File: src/rtl/rd_writeback_unit.sv
`default_nettype none
// ----------------------------------------------------------------------------
// rd_writeback_unit: merges ALU results and queued load responses into one
// registered register-file write port.                          Revision: 1.0
// ----------------------------------------------------------------------------
module rd_writeback_unit #(
  parameter int REGISTER_WIDTH = 32,
  parameter int REGISTER_DEPTH = 32,
  parameter int FIFO_DEPTH     = 4
) (
  input  logic                              CLK,
  input  logic                              RST_N,
  input  logic                              ALU_VALID,
  input  logic [$clog2(REGISTER_DEPTH)-1:0] ALU_RD_ADDRESS,
  input  logic [REGISTER_WIDTH-1:0]         ALU_RD_DATA,
  input  logic                              LOAD_VALID,
  output logic                              LOAD_READY,
  input  logic [$clog2(REGISTER_DEPTH)-1:0] LOAD_RD_ADDRESS,
  input  logic [2:0]                        LOAD_FUNCT3,
  input  logic [1:0]                        LOAD_BYTE_OFFSET,
  input  logic [REGISTER_WIDTH-1:0]         LOAD_WORD,
  output logic [$clog2(REGISTER_DEPTH)-1:0] RD_ADDRESS,
  output logic [REGISTER_WIDTH-1:0]         RD_DATA,
  output logic                              RD_WRITE_EN,
  output logic [REGISTER_DEPTH-1:0]         PENDING_MASK,
  output logic [$clog2(FIFO_DEPTH):0]       FIFO_COUNT
);

  localparam int AW = $clog2(REGISTER_DEPTH);
  localparam int PW = $clog2(FIFO_DEPTH);
  localparam int CW = PW + 1;
  localparam logic [CW-1:0] FULL_COUNT = CW'(FIFO_DEPTH);

  logic                      live_q [FIFO_DEPTH];
  logic                      live_d [FIFO_DEPTH];
  logic [AW-1:0]             addr_q [FIFO_DEPTH];
  logic [AW-1:0]             addr_d [FIFO_DEPTH];
  logic [REGISTER_WIDTH-1:0] data_q [FIFO_DEPTH];
  logic [REGISTER_WIDTH-1:0] data_d [FIFO_DEPTH];

  logic [PW-1:0]             wr_ptr_q, wr_ptr_d;
  logic [PW-1:0]             rd_ptr_q, rd_ptr_d;
  logic [CW-1:0]             count_q, count_d;

  logic                      rd_we_q, rd_we_d;
  logic [AW-1:0]             rd_addr_q, rd_addr_d;
  logic [REGISTER_WIDTH-1:0] rd_data_q, rd_data_d;

  logic                      alu_active;
  logic                      push;
  logic                      pop;
  logic [7:0]                load_byte;
  logic [15:0]               load_half;
  logic [REGISTER_WIDTH-1:0] load_ext;
  logic [REGISTER_DEPTH-1:0] pending;

  assign LOAD_READY = RST_N && (count_q < FULL_COUNT);

  always_comb begin
    load_byte = LOAD_WORD[{LOAD_BYTE_OFFSET, 3'b000} +: 8];
    load_half = LOAD_WORD[{LOAD_BYTE_OFFSET[1], 4'b0000} +: 16];
    case (LOAD_FUNCT3)
      3'b000:  load_ext = {{(REGISTER_WIDTH-8){load_byte[7]}}, load_byte};
      3'b001:  load_ext = {{(REGISTER_WIDTH-16){load_half[15]}}, load_half};
      3'b100:  load_ext = {{(REGISTER_WIDTH-8){1'b0}}, load_byte};
      3'b101:  load_ext = {{(REGISTER_WIDTH-16){1'b0}}, load_half};
      default: load_ext = LOAD_WORD;
    endcase
  end

  // A write to x0 counts as an idle ALU so the queue can drain.
  always_comb begin
    alu_active = ALU_VALID && (ALU_RD_ADDRESS != '0);
    push       = LOAD_VALID && LOAD_READY && (LOAD_RD_ADDRESS != '0);
    pop        = !alu_active && (count_q != '0);

    for (int i = 0; i < FIFO_DEPTH; i++) begin
      live_d[i] = live_q[i];
      addr_d[i] = addr_q[i];
      data_d[i] = data_q[i];
      if (alu_active && live_q[i] && (addr_q[i] == ALU_RD_ADDRESS)) begin
        live_d[i] = 1'b0;
      end
    end

    if (pop) begin
      live_d[rd_ptr_q] = 1'b0;
    end

    // The pushed load is younger than a same-edge ALU result, so it stays live.
    if (push) begin
      live_d[wr_ptr_q] = 1'b1;
      addr_d[wr_ptr_q] = LOAD_RD_ADDRESS;
      data_d[wr_ptr_q] = load_ext;
    end

    wr_ptr_d = push ? wr_ptr_q + 1'b1 : wr_ptr_q;
    rd_ptr_d = pop  ? rd_ptr_q + 1'b1 : rd_ptr_q;

    case ({push, pop})
      2'b10:   count_d = count_q + 1'b1;
      2'b01:   count_d = count_q - 1'b1;
      default: count_d = count_q;
    endcase

    rd_we_d   = 1'b0;
    rd_addr_d = rd_addr_q;
    rd_data_d = rd_data_q;
    if (alu_active) begin
      rd_we_d   = 1'b1;
      rd_addr_d = ALU_RD_ADDRESS;
      rd_data_d = ALU_RD_DATA;
    end else if (pop) begin
      rd_we_d   = live_q[rd_ptr_q];
      rd_addr_d = addr_q[rd_ptr_q];
      rd_data_d = data_q[rd_ptr_q];
    end
  end

  always_comb begin
    pending = '0;
    for (int i = 0; i < FIFO_DEPTH; i++) begin
      if (live_q[i]) begin
        pending[addr_q[i]] = 1'b1;
      end
    end
    pending[0] = 1'b0;
  end

  always_ff @(posedge CLK or negedge RST_N) begin
    if (!RST_N) begin
      for (int i = 0; i < FIFO_DEPTH; i++) begin
        live_q[i] <= 1'b0;
        addr_q[i] <= '0;
        data_q[i] <= '0;
      end
      wr_ptr_q  <= '0;
      rd_ptr_q  <= '0;
      count_q   <= '0;
      rd_we_q   <= 1'b0;
      rd_addr_q <= '0;
      rd_data_q <= '0;
    end else begin
      for (int i = 0; i < FIFO_DEPTH; i++) begin
        live_q[i] <= live_d[i];
        addr_q[i] <= addr_d[i];
        data_q[i] <= data_d[i];
      end
      wr_ptr_q  <= wr_ptr_d;
      rd_ptr_q  <= rd_ptr_d;
      count_q   <= count_d;
      rd_we_q   <= rd_we_d;
      rd_addr_q <= rd_addr_d;
      rd_data_q <= rd_data_d;
    end
  end

  assign RD_WRITE_EN  = rd_we_q;
  assign RD_ADDRESS   = rd_addr_q;
  assign RD_DATA      = rd_data_q;
  assign PENDING_MASK = pending;
  assign FIFO_COUNT   = count_q;

endmodule
`default_nettype wire

File: config.mk
export PLATFORM = sky130hd
export DESIGN_NAME = rd_writeback_unit
export DESIGN_NICKNAME = d
export VERILOG_FILES = /design/src/rtl/rd_writeback_unit.sv
export SDC_FILE = /design/constraint.sdc
export NUM_CORES = 1
export LEC_CHECK = 0
export BUFFER_PORTS_ARGS = -buffer_cell sky130_fd_sc_hd__buf_2
export CAP_MARGIN = 30
export CORE_MARGIN = 3
export CORE_UTILIZATION = 52
export CTS_BUF_LIST = sky130_fd_sc_hd__clkbuf_8 sky130_fd_sc_hd__clkbuf_16
export DETAILED_ROUTE_END_ITERATION = 8
export GPL_TIMING_DRIVEN = 0
export HOLD_SLACK_MARGIN = 0.08
export PLACE_DENSITY = 0.77
export SLEW_MARGIN = 20
export SYNTH_ARGS = -nofsm -noshare
export SYNTH_HDL_FRONTEND = slang
export SYNTH_SLANG_ARGS = --single-unit
File: constraint.sdc
create_clock -name CLK -period 1.9 [get_ports CLK]
set_input_delay 0.19 -clock CLK [delete_from_list [all_inputs] [get_ports CLK]]
set_output_delay 0.19 -clock CLK [all_outputs]
set_load 0.01 [all_outputs]
## Word level (Yosys, flattened, before mapping)

Index checks and enable logic that the tools add are counted.

| cells by class | value |
|---|---|
| add/subtract/negate cells | 4 |
| magnitude comparators | 13 |
| equality and inequality tests | 9 |
| shifts and indexed selects | 2 |
| muxes and demuxes | 45 |
| bitwise gates (word level) | 8 |
| reductions and logical operators | 26 |

Operator list:

| operator | number |
|---|---|
| 32-bit two-way mux | 9 |
| 128-bit bitwise mux | 1 |
| 32-bit case mux with 4 select lines | 1 |
| 32-bit bitwise OR | 3 |
| 32-bit binary-select mux with 2-bit select | 1 |
| 32-bit demux with 2-bit select | 1 |
| 32-bit by 6-bit variable part select with 16-bit output | 1 |
| 32-bit by 6-bit variable part select with 8-bit output | 1 |
| 5-bit two-way mux | 5 |
| 5-bit by 6-bit < comparator with 1-bit output (second input constant) | 4 |
| 20-bit bitwise mux | 1 |
| 1-bit demux with 5-bit select | 4 |
| 5-bit == test | 4 |
| 5-bit by 1-bit greater-or-equal comparator with 1-bit output (second input constant) | 4 |
| 1-bit logical AND | 19 |
| 1-bit two-way mux | 14 |
| 5-bit binary-select mux with 2-bit select | 1 |
| 5-bit demux with 2-bit select | 1 |
| 5-bit nonzero test | 2 |
| 4-bit two-way mux | 2 |
| 3-bit == test (second input constant) | 2 |
| 3-bit greater-or-equal comparator (second input constant) | 2 |
| 3-bit by 1-bit < comparator with 1-bit output (second input constant) | 2 |
| 2-bit inverter with 3-bit output | 2 |
| 17 further kinds | 20 |

| storage, ports and cells | value |
|---|---|
| bits in registers | 197 |
| input bits | 83 |
| output and inout port bits | 74 |

## Logic depth before layout (Yosys ltp)

| depth | value |
|---|---|
| word-level depth | 11 |
| mapped depth | 10 |
| gate-level depth less buffers | 9 |

## Worst setup path after synthesis

Ideal clock, no wire load.

| path | value |
|---|---|
| kind | input to register |
| start point | in ALU_RD_ADDRESS[1] |
| end point | reg count_q[2], in the netlist FIFO_COUNT[2] |
| setup time | 79 ps |
| arrival | 2365 ps |
| required time | 1821 ps |
| slack | -544 ps |
| stages on the path | 10 |
| buffers on the path | 1 |
| cells stage by stage | buf_2 -> or4_1 -> o21ai_1 -> and2_2 -> ha_1 -> inv_1 -> fa_1 -> xor2_1 -> nor2_1 -> xor2_1 |

| between the ends | value |
|---|---|
| longest elaborated chain between the ends | 6 |
| elaborated cells between the ends (all ways) | 8 |
| those cells by class | 2 x eq/ne; 1 x mux; 5 x reduce/logical |

Ends and longest elaborated chain:

| element | RTL line | RTL |
|---|---|---|
| from (decl) | 14 | `input logic [$clog2(REGISTER_DEPTH)-1:0] ALU_RD_ADDRESS,` |
| 5-bit nonzero test * | 73 | `alu_active = ALU_VALID && (ALU_RD_ADDRESS != '0);` |
| 1-bit logical AND * | 73 |  |
| 1-bit zero test * | 75 | `pop = !alu_active && (count_q != '0);` |
| 1-bit logical AND * | 75 |  |
| 2-bit by 1-bit == test with 1-bit output / 2-bit == test (equally long branches) | 100 | `case ({push, pop})` |
| 3-bit case mux with 2 select lines / 2-bit nonzero test (equally long branches) | - |  |
| to (signal assigned) | 151 | `count_q <= count_d;` |
| to (decl) | 43 | `logic [CW-1:0] count_q, count_d;` |

Every way passes the cells marked *; elsewhere a longest branch is shown, timed or not.
A chain may end at the register's enable or synchronous reset.

## Worst setup path in the final report

| path | value |
|---|---|
| start point | reg addr_q[9] (netlist name) |
| end point | out PENDING_MASK[10] |

| between the ends | value |
|---|---|
| longest elaborated chain between the ends | 8 |
| elaborated cells between the ends (all ways) | 9 |
| those cells by class | 2 x order compare; 4 x mux; 2 x bitwise; 1 x reduce/logical |

Ends and longest elaborated chain:

| element | RTL line | RTL |
|---|---|---|
| from (decl) | 36 | `logic [AW-1:0] addr_q [FIFO_DEPTH];` |
| from (signal, indexed assignment) | 146 | `addr_q[i] <= addr_d[i];` |
| 5-bit by 6-bit < comparator with 1-bit output (not written as such) / 5-bit by 1-bit greater-or-equal comparator with 1-bit output (equally long branches) | 124 | `pending[addr_q[i]] = 1'b1;` |
| 1-bit logical AND (not written as such) | 124 |  |
| 1-bit two-way mux (not written as such) | 124 |  |
| 1-bit demux with 5-bit select * | 124 |  |
| 32-bit bitwise OR (no source line) * | - |  |
| 32-bit two-way mux * | 123 | `if (live_q[i]) begin` |
| 32-bit bitwise OR (no source line) | - |  |
| 32-bit two-way mux * | 123 |  |
| to (decl) | 25 | `output logic [REGISTER_DEPTH-1:0] PENDING_MASK,` |

Marked as above.

==> results.py <==
metrics = {
    "yosys": {
        "syn-num-nets": 1152,
        "ys_seq_elements": 197,
        "synthTopCellsByCount": "dfrtp_1, nand2_1, a21oi_1, nor2_1, o21ai_0",
        "synth_area_mm2": 0.01053,
        "synth_edf_count": 0,
        "synth_top_flop_cell": "dfrtp_1",
        "netlist.top_cell.by_area": "dfrtp_1",
        "yosys_warnings": 0,
        "syn_inst": 1059,
        "yosysTopAreaCellShare_pct": 46.84,
        "ys_types": 56,
        "ys_top_cells_by_area": "dfrtp_1, mux4_2, nand2_1, a21oi_1, mux2i_1",
        "async_flop_share_pct": 100.0,
        "synth_area_per_cell_um2": 9.939,
        "yosysSeqAreaShare_pct": 46.84,
        "synth_most_common_cell": "dfrtp_1",
    },
    "hold_path": {
        "hold_path.class": "primary input to register",
        "holdPathStages": 3,
    },
    "routing": {
        "post_drt_wl_per_cell_um": 22.22,
        "ant_nets": 0,
        "drc": 0,
        "first_iter_violations": 1358,
        "vias": 10170,
        "dr.pass1.iters": 8,
        "avgViaCountPerCell": 6.335,
        "drt_wl_total_mm": 35.67,
    },
    "cells_and_area": {
        "finalNetCount": 1421,
        "antenna_cells": 0,
        "fin_util_pct": 71.30,
        "final_cell_area_mm2": 0.01401,
        "final_layout_size_suffix_gt1_share_pct": 34.03,
        "synthToLayoutAreaGrowth_pct": 33.14,
    },
    "floorplan": {
        "die_w_um": 148.3,
        "io_pins": 157,
        "start_util_pct": 53.55,
        "die_area_mm2": 0.02198,
        "core_mm2": 0.01965,
        "die_h_um": 148.3,
        "std_cell_rows": 51,
    },
    "clock_network": {
        "root_buffer": "clkbuf_16",
        "cts_buffer_depth": 2,
        "path_clk_slew_ns": 0.08,
        "insertion_delay_ns": 0.44,
        "cts_inserted_buffers": 17,
        "cts_tree": "built",
        "h-tree-depth": 4,
        "cts_sinks": 197,
    },
    "status": {
        "status": "complete, but fails checks",
        "violations": "setup timing",
    },
    "critical_path": {
        "crit_required_ns": 1.71,
        "cp-end-kind": "output pin",
        "worstPathArrival_ns": 1.90,
        "r2r_setup_slack_ns": 0.02,
        "start_kind": "register",
        "critical_path.max_stage_delay_ns": 0.43,
        "crit_type": "register to output pin",
        "path_cells": "buf_8, or3b_4, o22ai_2, a221o_1, buf_2",
        "slowest_stage": "or3b_4",
        "path_max_fanout": 6,
        "ff2ff_path_depth": 5,
    },
    "place": {
        "portBuffers": 149,
        "gp_congestion": 0.9115,
        "dpl-instance-area_mm2": 0.01172,
        "hpwl_mm": 22.00,
        "post-place-ws_ns": -0.8806,
    },
    "power": {
        "powerDensity_mw_per_mm2": 1580,
        "vdd_drop_max_v": 0.0009114,
        "leakage_nw": 6.476,
        "finalPower_mw": 22.14,
    },
    "timing": {
        "finalSetupViolCount": 30,
        "fin_setup_tns_ns": -2.888,
        "timing.fmax_mhz": 479.4,
        "fin_crit_sh_pct": 109.8,
        "report.final.slew_viol_count": 0,
        "hold_viol": 0,
        "grt_setup_unrepaired": "true",
        "slew_headroom_pct": 35.96,
        "worst_slack_ns": -0.1861,
        "period_needed_ns": 2.086,
        "skew_ns": 0.01199,
        "worstMarginPinSlew_ns": 0.9606,
    },
    "global_routing": {
        "grt_first_pass_wirelength_mm": 53.08,
        "grt_pass1_vias": 9831,
        "antenna_found_initial": 0,
        "grt.overflow.total": 0,
        "track_usage_pct": 30.81,
        "grt_max_degree": 67,
    },
    "run": {
        "cap_viol_max_count": 0,
    },
}
==> path summary, 6_finish.rpt <==
path                          startpoint               end
max in group asynchronous          RST_N        data_q[10]
min in group asynchronous          RST_N     FIFO_COUNT[2]
setup reg to reg           FIFO_COUNT[2]         live_q[0]
hold reg to reg               data_q[12]        data_q[12]
hold / removal             LOAD_WORD[18]        data_q[82]
setup / recovery               addr_q[9]  PENDING_MASK[10]
==> registers in the layout, indices dropped and copies added (netlist names), 2 cells and up <==
| signal | cells |
|---|---|
| data_q | 128 |
| RD_DATA | 32 |
| addr_q | 20 |
| RD_ADDRESS | 5 |
| live_q | 4 |
| FIFO_COUNT | 3 |
| rd_ptr_q | 2 |
| wr_ptr_q | 2 |
==> what timing repair did <==
| action | in CTS | in global routing |
|---|---|---|
| hold endpoints to repair | 142 | 0 |
| gates cloned | 1 | 1 |
| hold buffers | 48 | 0 |
| endpoints found under the setup margin | 176 | 71 |
| resized for setup | 126 | 70 |
| pin swaps | 24 | 28 |
| setup buffers | 42 | 21 |
==> cell families (layout without fill, tap and decap cells) <==
| logic type | after synthesis | in the layout | share of synthesized area [%] |
|---|---|---|---|
| fa+ha+maj | 10 | 10 | 1.260 |
| simple gates | 351 | 352 | 15.12 |
| xor+xnor | 25 | 25 | 2.080 |
| buf+inv | 97 | 377 | 4.256 |
| compound gates | 284 | 284 | 16.82 |
| flops | 197 | 197 | 46.84 |
| mux | 94 | 94 | 13.59 |
| other cells | 1 | 1 | 0.03563 |
==> critical path: cells and delay by family (launching register included) <==
kind / cells / cell delay, ns
flip-flops: 1 / 0.41
buffers and inverters: 2 / 0.29
AND/OR/NAND/NOR: 1 / 0.43
AO/OA/AOI/OAI: 2 / 0.32
==> area by class of cell <==
cell class	count	area [µm²]
Tap cell	265	331.6
Buffer	73	529.3
Sequential cell	197	4946
Fill cell	1369	5640
Multi-Input combinational cell	766	5638
Inverter	10	37.54
Clock buffer	18	439.2
Timing Repair Buffer	263	1893
Clock inverter	13	198.9
==> report_power, final <==
| group | total [mW] | internal, mW | switching (mW) | leakage (nW) |
|---|---|---|---|---|
| combinational | 10.5 | 5.05 | 5.43 | 3.80 |
| sequential | 7.71 | 6.27 | 1.44 | 2.36 |
| clock | 3.95 | 2.26 | 1.69 | 0.310 |
| total | 22.1 | 13.6 | 8.56 | 6.48 |
==> layout by cell type (no fill, tap or decap), drive strengths merged, types with 4 or more instances in the layout <==
master	instances
buf	262
dfrtp	197
nand2	159
a21oi	109
nor2	108
o21ai	80
mux2i	54
clkbuf	47
dlygate4sd3	44
mux4	39
o22ai	20
a22oi	19
nand3b	18
xor2	14
o221ai	14
inv	14
a221o	12
xnor2	11
o211ai	10
and3b	10
nor2b	9
ha	9
nand3	9
nor3b	8
nor3	7
or3b	6
and3	4
nand4	4
o211a	4
o31ai	4
bufinv	4
a31o	4
==> layer usage <==
layer | global-route usage (%) | share of wire (%)
met1 | 41.72 | 38
met2 | 49.58 | 47
met3 | 6.002 | 9.8
met4 | 12.10 | 5.0
met5 | 0 | 0
==> stage by stage <==
| step | cells | hold WS, ns |
|---|---|---|
| finish | 1605 | 0.09189 |
| global route | 1605 | 0.1126 |
| CTS | 1587 | 0.08100 |
| detailed placement | 1475 | 0.1262 |
| global placement | 1473 | 0.3933 |
| floorplan | 1059 | -0.1056 |
Power figures use the tool's default switching activity.
